`config.mk`:
```
export PLATFORM = sky130hd
export DESIGN_NAME = fetch_stage
export DESIGN_NICKNAME = d
export VERILOG_FILES = /design/src/rtl/fetch_stage.sv
export SDC_FILE = /design/constraint.sdc
export NUM_CORES = 1
export LEC_CHECK = 0
export ABC_AREA = 1
export CORE_ASPECT_RATIO = 1.25
export CORE_MARGIN = 4
export CORE_UTILIZATION = 30
export CTS_CLUSTER_DIAMETER = 50
export DETAILED_ROUTE_END_ITERATION = 16
export SLEW_MARGIN = 15
export SYNTH_ARGS = -nofsm -noshare
export SYNTH_HDL_FRONTEND = slang
export SYNTH_SLANG_ARGS = --single-unit
```
`constraint.sdc`:
```
create_clock -name clk -period 9.8 [get_ports clk]
set_clock_uncertainty 0.15 [all_clocks]
set_input_delay 1.47 -clock clk [delete_from_list [all_inputs] [get_ports clk]]
set_output_delay 1.47 -clock clk [all_outputs]
set_load 0.1 [all_outputs]
```
`src/rtl/fetch_stage.sv`:
```
// Instruction-fetch front end: PC, imem req/ack handshake, IF/ID register.
// Optional retired-fetch counter enabled by defining FETCH_PERF_CNT_EN.
module fetch_stage #(
  parameter int unsigned       ADDR_W   = 32,
  parameter int unsigned       DATA_W   = 32,
  parameter logic [ADDR_W-1:0] RESET_PC = '0
) (
  input  logic              clk,
  input  logic              reset,
  input  logic              stall_f,
  input  logic              stall_d,
  input  logic              flush_d,
  input  logic [1:0]        pc_src_d,
  input  logic [ADDR_W-1:0] branch_target_d,
  input  logic [ADDR_W-1:0] jump_target_d,
  output logic              imem_req,
  output logic [ADDR_W-1:0] imem_addr,
  input  logic              imem_ack,
  input  logic [DATA_W-1:0] imem_rdata,
  output logic [DATA_W-1:0] instr_d,
  output logic [ADDR_W-1:0] pc_plus4_d,
  output logic              valid_d,
  output logic              fetch_busy,
  output logic [31:0]       fetch_cnt
);

  localparam logic [1:0] S_IDLE  = 2'd0;
  localparam logic [1:0] S_FETCH = 2'd1;
  localparam logic [1:0] S_HOLD  = 2'd2;

  logic [1:0]        state_q, state_n;
  logic [ADDR_W-1:0] pc_q, pc_n, pc_inc;
  logic              pend_q, pend_n;
  logic [ADDR_W-1:0] pend_tgt_q, pend_tgt_n;
  logic [DATA_W-1:0] hold_instr_q;
  logic [ADDR_W-1:0] hold_pc4_q;
  logic              buf_we;
  logic              load_en;
  logic [DATA_W-1:0] load_instr;
  logic [ADDR_W-1:0] load_pc4;
  logic              redirect;
  logic [ADDR_W-1:0] redirect_tgt;

  assign pc_inc       = pc_q + ADDR_W'(4);
  assign redirect     = !stall_f && (pc_src_d != 2'b00);
  assign redirect_tgt = (pc_src_d == 2'b01) ? branch_target_d : jump_target_d;

  assign imem_req   = (state_q == S_FETCH);
  assign imem_addr  = pc_q;
  assign fetch_busy = (state_q == S_IDLE) || ((state_q == S_FETCH) && !imem_ack);

  // load_instr/load_pc4 stay zero when nothing is delivered, so IF/ID takes a NOP
  always_comb begin
    state_n    = state_q;
    pc_n       = pc_q;
    pend_n     = pend_q;
    pend_tgt_n = pend_tgt_q;
    buf_we     = 1'b0;
    load_en    = 1'b0;
    load_instr = '0;
    load_pc4   = '0;
    case (state_q)
      S_IDLE: state_n = S_FETCH;
      S_FETCH: begin
        if (imem_ack) begin
          if (stall_f) begin
            buf_we  = 1'b1;
            state_n = S_HOLD;
          end else if (redirect) begin
            pc_n   = redirect_tgt;
            pend_n = 1'b0;
          end else if (pend_q) begin
            pc_n   = pend_tgt_q;
            pend_n = 1'b0;
          end else begin
            load_en    = 1'b1;
            load_instr = imem_rdata;
            load_pc4   = pc_inc;
            pc_n       = pc_inc;
          end
        end else if (redirect) begin
          pend_n     = 1'b1;
          pend_tgt_n = redirect_tgt;
        end
      end
      S_HOLD: begin
        if (!stall_f) begin
          state_n = S_FETCH;
          if (redirect) begin
            pc_n   = redirect_tgt;
            pend_n = 1'b0;
          end else if (pend_q) begin
            pc_n   = pend_tgt_q;
            pend_n = 1'b0;
          end else begin
            load_en    = 1'b1;
            load_instr = hold_instr_q;
            load_pc4   = hold_pc4_q;
            pc_n       = pc_inc;
          end
        end
      end
      default: state_n = S_IDLE;
    endcase
  end

  always_ff @(posedge clk or posedge reset) begin
    if (reset) begin
      state_q      <= S_IDLE;
      pc_q         <= RESET_PC;
      pend_q       <= 1'b0;
      pend_tgt_q   <= '0;
      hold_instr_q <= '0;
      hold_pc4_q   <= '0;
    end else begin
      state_q    <= state_n;
      pc_q       <= pc_n;
      pend_q     <= pend_n;
      pend_tgt_q <= pend_tgt_n;
      if (buf_we) begin
        hold_instr_q <= imem_rdata;
        hold_pc4_q   <= pc_inc;
      end
    end
  end

  always_ff @(posedge clk or posedge reset) begin
    if (reset) begin
      instr_d    <= '0;
      pc_plus4_d <= '0;
      valid_d    <= 1'b0;
    end else if (flush_d) begin
      instr_d    <= '0;
      pc_plus4_d <= '0;
      valid_d    <= 1'b0;
    end else if (!stall_d) begin
      instr_d    <= load_instr;
      pc_plus4_d <= load_pc4;
      valid_d    <= load_en;
    end
  end

`ifdef FETCH_PERF_CNT_EN
  logic        cnt_inc;
  logic [31:0] fetch_cnt_q;

  assign cnt_inc = load_en && !flush_d && !stall_d;

  always_ff @(posedge clk or posedge reset) begin
    if (reset) begin
      fetch_cnt_q <= '0;
    end else if (cnt_inc) begin
      fetch_cnt_q <= fetch_cnt_q + 32'd1;
    end
  end

  assign fetch_cnt = fetch_cnt_q;
`else
  assign fetch_cnt = '0;
`endif

endmodule

```
==> results.toml <==
[synth]
yosys-top-cells-count = "nand2_1, dfrtp_1, a21oi_1, nor2_1, buf_4"
synth_warnings = 0
synth.avg_cell_area_um2 = 7.32
synth_seq_cells = 196
async_flop_share = 1.00
synth_edf_count = 0
synth_top_area_cell = "dfrtp_1"
yosys-top-cells-area = "dfrtp_1, nand2_1, a21oi_1"
synth.top_cell.area_share = 0.480
synth_area_um2 = 10200
synth.most_common_cell = "nand2_1"
syn_inst = 1395
ys_types = 35
synth_seq_area_share = 0.480
synthFlopType = "dfrtp_1"

[floorplanning]
core-area_um2 = 33600
io_pins = 235
die_x_um = 173
initial_core_util = 0.304
rows = 75
die_h_um = 214
fp.dieArea_um2 = 37100

[clock_tree]
cts-root-buf = "clkbuf_16"
post_cts_buffers = 0
cts_hold_buf = 0
cts.sink_count = 196
cts_tree = "yes"
cts_resized = 0
clk_latency_ps = 450
clk_path_buf_depth = 2
clkTransAtPathRegs_ps = 70
numCtsBuffers = 17
htreeDepth = 4

[setup_path]
ff2ff_path_depth = 9
crit_chain = "clkdlybuf4s50_1 > inv_1 > nand2_1 > nand2_1 > clkdlybuf4s50_1"
critPathCapture = "fetch_busy"
path_class = "input port to output port"
critPathCaptureType = "output port"
cp_max_fo = 4
slowest_stage = "clkdlybuf4s50_1"
r2r-start = "state_q[1]"
r2r-end = "hold_pc4_q[1]"
r2r_slack_ps = 6800
critPathLaunch = "imem_ack"
cp.arrival_ps = 3390
start_kind = "input port"
required_ps = 8180
max_stage_delay_ps = 1130

[global_route]
antenna_found_initial = 0
grt_pass1_vias = 8419
grt_pass1_wl_mm = 46.6
globalRouteOverflowTotal = 0
grt_max_degree = 137
grt_usage = 0.155

[placement]
hpwlAfterDp_mm = 20.0
place.gp.congestion = 0.823
io_buffers = 202
place_inst = 1959

[timing]
fin_crit_ps = 5010
maxSlewHeadroom = 0.275
timing_hold_violations_final = 0
rsz0062_at_grt = "no"
max_freq_ghz = 0.200
drv_slew = 0
tightest_slew_ps = 1080
setup_viol = 0
setup_tns_ps = 0
fin_crit_sh = 0.511
whs_ps = 322

[cells_and_area]
drive_gt1_frac = 0.0376
area_growth_pct = 27.3
fill_cells = 3478
antenna_cells = 0
stdcell_count = 1991
nets = 1664

[detailed_routing]
routed_wl_mm = 28.7
avgViaCountPerCell = 4.51
drt-initial-drc-count = 624
dr.pass1.iters = 5
drc = 0
via_count = 8976
ant_nets = 0
post_drt_wl_per_cell_um = 14.4

[power_and_ir_drop]
total_power_w = 0.00357
power_density_nw_per_um2 = 275
power.leakage_nw = 6.61
ir_worst_vdd_v = 0.000172

[outcome]
status = "finished clean"

[min_path]
min_path_type = "flip-flop to flip-flop"

[run]
maxCapViolations = 0
## report_power, final
group          switching (W)  internal (W)
Combinational        0.00116      0.000417
Sequential          0.000207       0.00107
Clock               0.000342      0.000367
Total                0.00171       0.00186
## cell type report
class	count	area, um2	share of cell area
repair buffers	211	2090	0.161
clock inverters	14	144	0.0111
inverters	41	161	0.0124
clock buffers	18	439	0.0338
flip-flops and latches	196	4900	0.377
multi-input cells	1088	4740	0.364
well taps	423	529	0.0407
## routing by layer
layer	global-route usage	up-vias	routed length [um]
met5	0	-	0
met4	0.0463	0	461
met3	0.0339	22	1400
met2	0.261	219	14000
met1	0.200	4130	12900
li1	-	4605	-
## placed cells by master, fill, tap and decap left out, types with 9 or more instances in the layout
cell | Yosys | routed
clkbuf_16 | 0 | 17
xor2_1 | 10 | 10
nor2_1 | 76 | 73
mux2i_1 | 27 | 27
o21ai_0 | 22 | 22
buf_4 | 44 | 9
dfrtp_1 | 196 | 196
clkdlybuf4s50_1 | 0 | 202
a21oi_1 | 76 | 76
nand3_1 | 43 | 42
inv_1 | 39 | 38
conb_1 | 1 | 32
nand2_1 | 758 | 757
## state kept, by name, indices dropped and copies added (netlist names)
| signal | cells |
|---|---|
| pend_q | 1 |
| pend_tgt_q | 32 |
| hold_pc4_q | 32 |
| instr_d | 32 |
| imem_addr | 32 |
| state_q | 2 |
| hold_instr_q | 32 |
| pc_plus4_d | 32 |
| valid_d | 1 |
## cells by family (layout without fill, tap and decap cells)
group                      Yosys count  count (layout)  synth area share
DFF                                196             196             0.480
adders and majority gates            5               5           0.00613
and+or+nand+nor                    892             892             0.341
other                                1              32          0.000367
muxes                               28              28            0.0276
xor gates and xnor gates            15              15            0.0129
AOI/OAI and AO/OA                  116             116            0.0613
buffers and inverters              142             284            0.0708
## worst min-delay path by stage
stage                                start               end  slack (ps)  depth (start not counted)
after floorplan            hold_instr_q[0]   hold_instr_q[0]         290                          2
after global routing      hold_instr_q[15]  hold_instr_q[15]         340                          2
final                     hold_instr_q[14]  hold_instr_q[14]         320                          2
after CTS                  hold_instr_q[1]   hold_instr_q[1]         330                          2
after detailed placement   hold_instr_q[1]   hold_instr_q[1]         310                          2
after global placement    hold_instr_q[16]  hold_instr_q[16]         300                          2
## per-stage QoR
| step | worst slack (ps) | area [um2] | utilization |
|---|---|---|---|
| CTS | 4780 | 13000 | 0.387 |
| finish | 4790 | 13000 | 0.387 |
| global placement | 4790 | 12400 | 0.370 |
| floorplan | 2840 | 10300 | - |
| detailed placement | 4790 | 12400 | 0.370 |
| global route | 4720 | 13000 | 0.387 |
## worst max-delay path: cells and delay by family
family | cells | cell delay [ps]
AND/OR/NAND/NOR | 2 | 230
buffers and inverters | 3 | 1680
Note: power is estimated with default switching activity, not from simulation.
